--- src/rtl/lsu_ctrl_pkg.sv ---
// lsu_ctrl_pkg: shared FSM encoding, funct3/LdSel codes and decode helpers
package lsu_ctrl_pkg;

    localparam logic [1:0] S_IDLE  = 2'd0;
    localparam logic [1:0] S_ISSUE = 2'd1;
    localparam logic [1:0] S_WAIT  = 2'd2;
    localparam logic [1:0] S_RESP  = 2'd3;

    localparam logic [2:0] F3_B  = 3'b000;
    localparam logic [2:0] F3_H  = 3'b001;
    localparam logic [2:0] F3_W  = 3'b010;
    localparam logic [2:0] F3_BU = 3'b100;
    localparam logic [2:0] F3_HU = 3'b101;

    localparam logic [2:0] LD_B  = 3'b000;
    localparam logic [2:0] LD_H  = 3'b001;
    localparam logic [2:0] LD_W  = 3'b010;
    localparam logic [2:0] LD_BU = 3'b011;
    localparam logic [2:0] LD_HU = 3'b100;

    typedef struct packed {
        logic [31:0] addr;
        logic        we;
        logic [2:0]  f3;
        logic [1:0]  off;
    } req_t;

    function automatic logic [2:0] ld_sel_of(input logic [2:0] f3);
        ld_sel_of = (f3 == F3_H)  ? LD_H  :
                    (f3 == F3_W)  ? LD_W  :
                    (f3 == F3_BU) ? LD_BU :
                    (f3 == F3_HU) ? LD_HU : LD_B;
    endfunction

    function automatic logic f3_legal(input logic we, input logic [2:0] f3);
        f3_legal = (f3 == F3_B) || (f3 == F3_H) || (f3 == F3_W) ||
                   (!we && ((f3 == F3_BU) || (f3 == F3_HU)));
    endfunction

endpackage

--- src/rtl/lsu_ctrl_st_align.sv ---
// st_align: places store data and byte mask on the addressed word lanes
module st_align
    import lsu_ctrl_pkg::*;
(
    input  logic        we_i,
    input  logic [2:0]  funct3_i,
    input  logic [1:0]  off_i,
    input  logic [31:0] wdata_i,
    output logic [3:0]  wmask_o,
    output logic [31:0] wdata_o
);

    // loads drive no lanes; stores shift mask and data by the byte offset
    always_comb begin
        wmask_o = !we_i               ? 4'b0000 :
                  (funct3_i == F3_B)  ? 4'b0001 << off_i :
                  (funct3_i == F3_H)  ? 4'b0011 << off_i : 4'b1111;
        wdata_o = we_i ? wdata_i << {off_i, 3'b000} : 32'h0;
    end

endmodule

--- src/rtl/lsu_ctrl.sv ---
// lsu_ctrl: single-outstanding load/store controller between pipeline and dmem
module lsu_ctrl
    import lsu_ctrl_pkg::*;
#(
    parameter int TIMEOUT_CYCLES = 255
) (
    input  logic        clk,
    input  logic        rst,
    input  logic        req_valid,
    output logic        req_ready,
    input  logic        req_we,
    input  logic [2:0]  req_funct3,
    input  logic [31:0] req_addr,
    input  logic [31:0] req_wdata,
    output logic        mem_valid,
    input  logic        mem_ready,
    output logic [31:0] mem_addr,
    output logic        mem_we,
    output logic [3:0]  mem_wmask,
    output logic [31:0] mem_wdata,
    input  logic        mem_rvalid,
    input  logic [31:0] mem_rdata,
    output logic        resp_valid,
    output logic [31:0] resp_rdata,
    output logic [2:0]  resp_ld_sel,
    output logic [1:0]  resp_shamt,
    output logic        resp_fault,
    output logic        stall
);

    logic [1:0]  state_q, state_d;
    req_t        req_q, req_d;
    logic [31:0] wdata_q, wdata_d;
    logic [3:0]  wmask_q, wmask_d;
    logic [7:0]  cnt_q, cnt_d;
    logic [31:0] resp_rdata_q, resp_rdata_d;
    logic [2:0]  resp_ld_sel_q, resp_ld_sel_d;
    logic [1:0]  resp_shamt_q, resp_shamt_d;
    logic        resp_fault_q, resp_fault_d;
    logic [3:0]  al_wmask;
    logic [31:0] al_wdata;
    logic        accept, dec_fault, fa, active, done, timeout;

    st_align u_st_align (
        .we_i     (req_we),
        .funct3_i (req_funct3),
        .off_i    (req_addr[1:0]),
        .wdata_i  (req_wdata),
        .wmask_o  (al_wmask),
        .wdata_o  (al_wdata)
    );

    // decode, FSM transitions, timeout counter and response capture
    always_comb begin
        accept    = req_valid && (state_q == S_IDLE);
        dec_fault = !f3_legal(req_we, req_funct3) ||
                    ((req_funct3 == F3_W) && (req_addr[1:0] != 2'b00)) ||
                    (((req_funct3 == F3_H) || (req_funct3 == F3_HU)) && (req_addr[1:0] == 2'b11));
        fa        = accept && dec_fault;
        active    = (state_q == S_ISSUE) || (state_q == S_WAIT);
        done      = ((state_q == S_ISSUE) && mem_ready && mem_rvalid) ||
                    ((state_q == S_WAIT) && mem_rvalid);
        timeout   = active && !done && (cnt_q == 8'(TIMEOUT_CYCLES - 1));
        state_d   = accept ? (dec_fault ? S_RESP : S_ISSUE) :
                    (done || timeout) ? S_RESP :
                    ((state_q == S_ISSUE) && mem_ready) ? S_WAIT :
                    (state_q == S_RESP) ? S_IDLE : state_q;
        req_d     = accept ? '{addr: {req_addr[31:2], 2'b00}, we: req_we, f3: req_funct3, off: req_addr[1:0]} : req_q;
        wdata_d   = accept ? al_wdata : wdata_q;
        wmask_d   = accept ? al_wmask : wmask_q;
        cnt_d     = accept ? 8'd0 : active ? cnt_q + 8'd1 : cnt_q;
        resp_fault_d  = (fa || timeout) ? 1'b1 : done ? 1'b0 : resp_fault_q;
        resp_ld_sel_d = done ? (req_q.we ? LD_B : ld_sel_of(req_q.f3)) :
                        (fa || timeout) ? LD_B : resp_ld_sel_q;
        resp_rdata_d  = done ? (req_q.we ? 32'h0 : mem_rdata) :
                        (fa || timeout) ? 32'h0 : resp_rdata_q;
        resp_shamt_d  = fa ? req_addr[1:0] : (done || timeout) ? req_q.off : resp_shamt_q;
    end

    // state and datapath registers with synchronous reset
    always_ff @(posedge clk) begin
        if (rst) begin
            state_q       <= S_IDLE;
            req_q         <= '0;
            wdata_q       <= '0;
            wmask_q       <= '0;
            cnt_q         <= '0;
            resp_rdata_q  <= '0;
            resp_ld_sel_q <= '0;
            resp_shamt_q  <= '0;
            resp_fault_q  <= 1'b0;
        end else begin
            state_q       <= state_d;
            req_q         <= req_d;
            wdata_q       <= wdata_d;
            wmask_q       <= wmask_d;
            cnt_q         <= cnt_d;
            resp_rdata_q  <= resp_rdata_d;
            resp_ld_sel_q <= resp_ld_sel_d;
            resp_shamt_q  <= resp_shamt_d;
            resp_fault_q  <= resp_fault_d;
        end
    end

    assign req_ready   = state_q == S_IDLE;
    assign stall       = state_q != S_IDLE;
    assign mem_valid   = state_q == S_ISSUE;
    assign mem_addr    = req_q.addr;
    assign mem_we      = mem_valid && req_q.we;
    assign mem_wmask   = mem_valid ? wmask_q : 4'b0000;
    assign mem_wdata   = wdata_q;
    assign resp_valid  = state_q == S_RESP;
    assign resp_rdata  = resp_rdata_q;
    assign resp_ld_sel = resp_ld_sel_q;
    assign resp_shamt  = resp_shamt_q;
    assign resp_fault  = resp_fault_q;

endmodule

--- config.mk ---
export PLATFORM = sky130hd
export DESIGN_NAME = lsu_ctrl
export DESIGN_NICKNAME = d
export VERILOG_FILES = /design/src/rtl/lsu_ctrl_pkg.sv /design/src/rtl/lsu_ctrl_st_align.sv /design/src/rtl/lsu_ctrl.sv
export SDC_FILE = /design/constraint.sdc
export NUM_CORES = 1
export LEC_CHECK = 0
export CAP_MARGIN = 20
export CORE_MARGIN = 2
export CORE_UTILIZATION = 31
export DETAILED_ROUTE_END_ITERATION = 7
export GPL_TIMING_DRIVEN = 0
export MAX_ROUTING_LAYER = met4
export PLACE_DENSITY = 0.73
export REMOVE_ABC_BUFFERS = 1
export SLEW_MARGIN = 30
export SYNTH_ARGS = -nofsm -noshare
export SYNTH_HDL_FRONTEND = slang
export SYNTH_HIERARCHICAL = 1
export SYNTH_SLANG_ARGS = --single-unit
--- constraint.sdc ---
create_clock -name clk -period 2.7 [get_ports clk]
set_clock_uncertainty 0.2 [all_clocks]
set_input_delay 0.54 -clock clk [delete_from_list [all_inputs] [get_ports clk]]
set_output_delay 0.54 -clock clk [all_outputs]
set_load 0.005 [all_outputs]
-- Yosys cells after proc, flatten, opt, wreduce, memory -nomap -nowiden
Index checks and enable logic that the tools add are counted.
- flip-flop bits (word level): 120
- bits of input ports: 105
- output and inout bits: 111
- word-level logic and storage cells: 86
- $add $sub $neg: 1
- equality and inequality tests: 13
- shift operators: 3
- muxes and demuxes: 24
- reductions and logical operators: 33
- operators with widths (operator ; count):
    32-bit 2-to-1 mux ; 4
    32-bit by 5-bit left shift with 32-bit output ; 1
    3-bit 2-to-1 mux ; 7
    4-bit 2-to-1 mux ; 4
    2-bit 2-to-1 mux ; 7
    3-bit == test, second input constant ; 4
    1-bit logical AND ; 11
    1-bit logical OR ; 11
    8-bit by 1-bit adder with 8-bit output, second input constant ; 1
    8-bit == test, second input constant ; 1
    2-bit nonzero test ; 4
    2-bit == test, second input constant ; 3
    3-bit by 1-bit == test with 1-bit output, second input constant ; 2
    3-bit by 2-bit == test with 1-bit output, second input constant ; 2
    4-bit nonzero test ; 1
    1-bit by 2-bit left shift with 4-bit output, first input constant ; 1
    2-bit by 2-bit left shift with 4-bit output, first input constant ; 1
    1-bit zero test ; 3
    3-bit zero test ; 1
    2-bit by 1-bit == test with 1-bit output, second input constant ; 1
    2-bit zero test ; 1
    1-bit 2-to-1 mux ; 2
    2-bit OR reduction ; 1

-- Logic depth before layout (Yosys ltp)
- depth after elaboration: 11
- mapped depth: 9
- mapped depth without buffers: 6

-- Cells and area by module
The synthesis kept the hierarchy.
- modules (own cells, without submodules) (module ; times used ; cells each ; area an instance (um2)):
    lsu_ctrl ; 1 ; 554 ; 4664.5
    st_align ; 1 ; 91 ; 673.1

-- Worst setup path after synthesis
No wires, ideal clock.
- kind: reg-to-reg
- start point: register state_q[0]
- end point: register resp_ld_sel_q[1] (netlist: resp_ld_sel[1])
- library setup time: 128 ps
- arrival time: 1618 ps
- required time: 2372 ps
- setup slack: 754 ps
- stages on the path, launching flop included: 10
- path buffers: 3
- cell sequence: dfxtp_1 > inv_1 > ha_1 > clkbuf_2 > nand4_1 > o22a_2 > buf_6 > buf_6 > a32oi_1 > nor2_1
- elaborated cells between the ends (all ways): 16
- RTL lines (item ; line ; source):
    start: declaration ; lsu_ctrl.sv:31 ; logic [1:0] state_q, state_d;
    start signal: assignment ; lsu_ctrl.sv:93 ; state_q <= state_d;
    2-bit by 1-bit == test with 1-bit output or 2-bit == test (tied branches) ; lsu_ctrl.sv:60 ; active = (state_q == S_ISSUE) || (state_q == S_WAIT);
    1-bit logical OR (*) ; lsu_ctrl.sv:60 ;
    via active ; lsu_ctrl.sv:42 ; logic accept, dec_fault, fa, active, done, timeout;
    1-bit logical AND (*) (2 in a row) ; lsu_ctrl.sv:63 ; timeout = active && !done && (cnt_q == 8'(TIMEOUT_CYCLES - 1));
    1-bit logical OR (*) ; lsu_ctrl.sv:74 ; (fa || timeout) ? LD_B : resp_ld_sel_q;
    2-bit nonzero test (no source line) (*) ; - ;
    end signal: assignment ; lsu_ctrl.sv:99 ; resp_ld_sel_q <= resp_ld_sel_d;
    end: declaration ; lsu_ctrl.sv:37 ; logic [2:0] resp_ld_sel_q, resp_ld_sel_d;
The timed path passes the listed nets; every way through them passes the cells marked *.
A chain may end at the register's enable or synchronous reset.

-- Worst setup path after layout
- start point: register state_q[1]
- end point: output port mem_we
- word-level cells in the longest chain between the ends: 2
- ends and longest elaborated chain (item ; line ; source):
    2-bit by 1-bit == test with 1-bit output ; lsu_ctrl.sv:107 ; assign mem_valid = state_q == S_ISSUE;
    1-bit logical AND ; lsu_ctrl.sv:109 ; assign mem_we = mem_valid && req_q.we;
    end: declaration ; lsu_ctrl.sv:18 ; output logic mem_we,
Every way passes these cells.

==> run_results.csv <==
group,metric,value,unit
status,outcome,"completed",
route,dr_total_vias,4975,
cells_and_area,antennaDiodeCount,0,
floorplan,ios,216,
setup_path,crit_path_end_kind,"output port",
cells_and_area,area_growth,49.7,%
floorplan,die_x,135,um
setup_path,arrival,1.79,ns
setup_path,cp_top_family,"buffers and inverters",
timing,setup_viol,0,
floorplan,placementRows,47,
cts,hold_buffers,0,
cts,cts_buffer_depth,2,
route,drtAntennaViolNets,0,
floorplan,die_h,135,um
timing,fmax,395,MHz
cts,clkSlewWorstSetupHoldPaths,0.05,ns
cts,htreeDepth,4,
setup_path,critical_path_class,"flip-flop to output port",
setup_path,crit_slowest_cell,"clkdlybuf4s50_1",
power_and_ir_drop,finalPower,5.35,mW
yosys,yosys_most_used_dff,"dfxtp_1",
setup_path,crit_cells,4,
yosys,yosys.area.top_type,"dfxtp_1",
power_and_ir_drop,pwr_density_cell,670,nW/um^2
yosys,async_reset_ff_frac,0,
yosys,syn_inst,645,
global_routing,overflow,0,
hold_path,hold_path_class,"flip-flop to flip-flop",
setup_path,start_kind,"flip-flop",
place,gp_congestion,0.749,
global_routing,grt.total_usage,0.175,
timing,hold_ws,0.250,ns
setup_path,startpoint,"state_q[1]$_SDFFE_PP0P_",
yosys,synth_top_area_frac,0.450,
timing,max_slew_margin,0.486,
global_routing,grt_pass1_wl,24600,um
global_routing,antenna_found_initial,0,
yosys,synth_edf_count,0,
floorplan,die-area,18300,sq um
yosys,syn_area_per_cell,8.28,sq um
global_routing,grt_max_degree,60,
timing,hold_viol,0,
place,place.port_buffers,213,
setup_path,endpoint,"mem_we",
route,wl_per_cell,15.0,um
cts,clock_latency,0.41,ns
timing,rsz0062_at_grt,"no",
power_and_ir_drop,ir_drop,409,uV
setup_path,cp_data_required_time,1.96,ns
cts,clkSinkCount,120,
timing,fin_crit_sh,0.939,
timing,setup_ws,0.165,ns
yosys,netlist_top_cells_area,"dfxtp_1, nand2_1, a21oi_1, a32oi_1, mux2i_1",
run,cap_violations,0,
yosys,ys_ff_latch,120,
cells_and_area,final_core_util,0.478,
route,wirelength,15500,um
cts,cts_tree,"done",
cts,clock-root-buffer,"clkbuf_16",
setup_path,cp_cell_sequence,"inv_1 > ha_2 > and2_1 > clkdlybuf4s50_1",
setup_path,cp_slowest_stage_delay,0.53,ns
setup_path,r2r_cells,7,
global_routing,busiest_layer,"met2",
setup_path,worst-r2r-setup-slack,0.23,ns
power_and_ir_drop,p_leak,2.92,nW
cells_and_area,final_nets,918,
route,dr.pass1.iters,4,
cts,cts_made_buffers,17,
global_routing,grt_util_met3,0.0636,
hold_path,min_from,"mem_wdata[0]$_SDFFE_PP0P_",
yosys,yosysWarnings,6,
place,pre_cts_ws,-0.582,ns
place,hpwl,10600,um
floorplan,initial_utilization,0.320,
route,drc,0,
timing,min_period,2.53,ns
route,routed_via_density,4.81,
yosys,ys_seq_area_frac,0.450,
timing,worst_slew_pin_slew,0.771,ns
yosys,yosysUniqueCellTypes,44,
yosys,synthesis.area,5340,sq um
cells_and_area,drive_above_1_share,0.0613,
global_routing,met1_usage,0.207,
floorplan,coreArea,16700,sq um
route,drt_iter0_drc,193,
global_routing,grtUsageMet2,0.277,
setup_path,cp_max_fo,8,
setup_path,r2r_end,"resp_shamt[1]$_SDFFE_PP0P_",
global_routing,grt_pass1_vias,4844,
timing,slew_viol_final,0,
setup_path,path_buf_inv,2,
setup_path,reg2reg_from,"state_q[1]$_SDFFE_PP0P_",
-- cell type report --
| type | instances | area, sq um |
|---|---|---|
| sequential | 120 | 2400 |
| multi-input combinational | 435 | 2450 |
| tap | 220 | 275 |
| fill | 1615 | 8710 |
| clock inverter | 8 | 96.3 |
| clock buffer | 23 | 478 |
| timing repair buffer | 219 | 2240 |
| inverter | 10 | 40.0 |
-- power by group --
| group | total [mW] | switching, mW | leakage, nW | internal (mW) |
|---|---|---|---|---|
| sequential | 2.00 | 0.0808 | 0.977 | 1.92 |
| combinational | 1.15 | 0.575 | 1.66 | 0.579 |
| clock | 2.20 | 0.782 | 0.283 | 1.42 |
-- registers in the layout, summed over array words and instances, names as in the netlist --
signal	count
mem_wdata	32
resp_shamt	2
state_q	2
req_q	6
resp_rdata	32
cnt_q	8
resp_ld_sel	3
wmask_q	4
mem_addr	30
resp_fault	1
-- layer usage --
metal / vias to the layer above / part of all wire
li1: 2485 / -
met1: 2297 / 0.44
met2: 179 / 0.46
met3: 14 / 0.083
met4: 0 / 0.012
met5: - / 0
-- how the worst min path moves through the flow --
| stage | end | slack [ns] | depth (start not counted) |
|---|---|---|---|
| floorplan | wmask_q[0]$_SDFFE_PP0P_ | 0.23 | 2 |
| global placement | mem_addr[14]$_SDFFE_PP0P_ | 0.24 | 2 |
| detailed placement | wmask_q[2]$_SDFFE_PP0P_ | 0.24 | 2 |
| CTS | wmask_q[2]$_SDFFE_PP0P_ | 0.25 | 2 |
| global route | req_q[1]$_SDFFE_PP0P_ | 0.27 | 2 |
| finish | mem_wdata[0]$_SDFFE_PP0P_ | 0.25 | 2 |
-- cells by family after synthesis --
family,share of synthesized area
other cells,0.000703
xor+xnor,0.0131
compound gates,0.178
mux,0.0488
simple gates,0.186
flops,0.450
fa+ha+maj,0.0234
buf+inv,0.0999
-- what timing repair did --
action                     in CTS  in global routing
buffers inserted                0                  0
resized for setup               3                  4
setup endpoints to repair      11                  3
-- worst min-delay path: stages (launching register included) --
cell     delay [ns]
dfxtp_1        0.30
nand2_1        0.05
a21oi_1        0.05
-- cell usage in the layout (no fill, tap or decap), types with 3 or more instances in the layout --
cell type        instances
a211oi_1                 8
a21oi_1                 88
a32oi_1                 33
and2_1                  14
buf_6                    3
clkbuf_1                 3
clkbuf_16               17
clkbuf_8                 3
clkdlybuf4s50_1        210
clkinv_2                 4
dfxtp_1                120
ha_1                     8
inv_1                    8
mux2i_1                 26
nand2_1                149
nand3_1                  3
nand4_1                  3
nor2_1                  53
o21ai_0                  3
o22ai_1                  9
xnor2_1                  3
xor2_1                   5
-- per-stage QoR --
stage | TNS, ns | area (sq um) | std cells
after floorplan | -10.87 | 4850 | 565
after detailed placement | -24.32 | 7390 | 1004
after CTS | 0 | 7970 | 1035
after global routing | 0 | 7990 | 1035
after global placement | -229.43 | 7260 | 998
final | 0 | 7990 | 1035
-- cells in the mapped netlist, types with 5 or more instances --
master / count
buf_2: 9
ha_1: 10
nand2_1: 150
a211oi_1: 8
a21oi_1: 88
and2_1: 15
o22ai_1: 9
buf_6: 5
xor2_1: 5
nor2_1: 53
buf_4: 34
a32oi_1: 33
inv_1: 8
dfxtp_1: 120
mux2i_1: 26
clkbuf_1: 29
(Power assumes the default switching activity.)
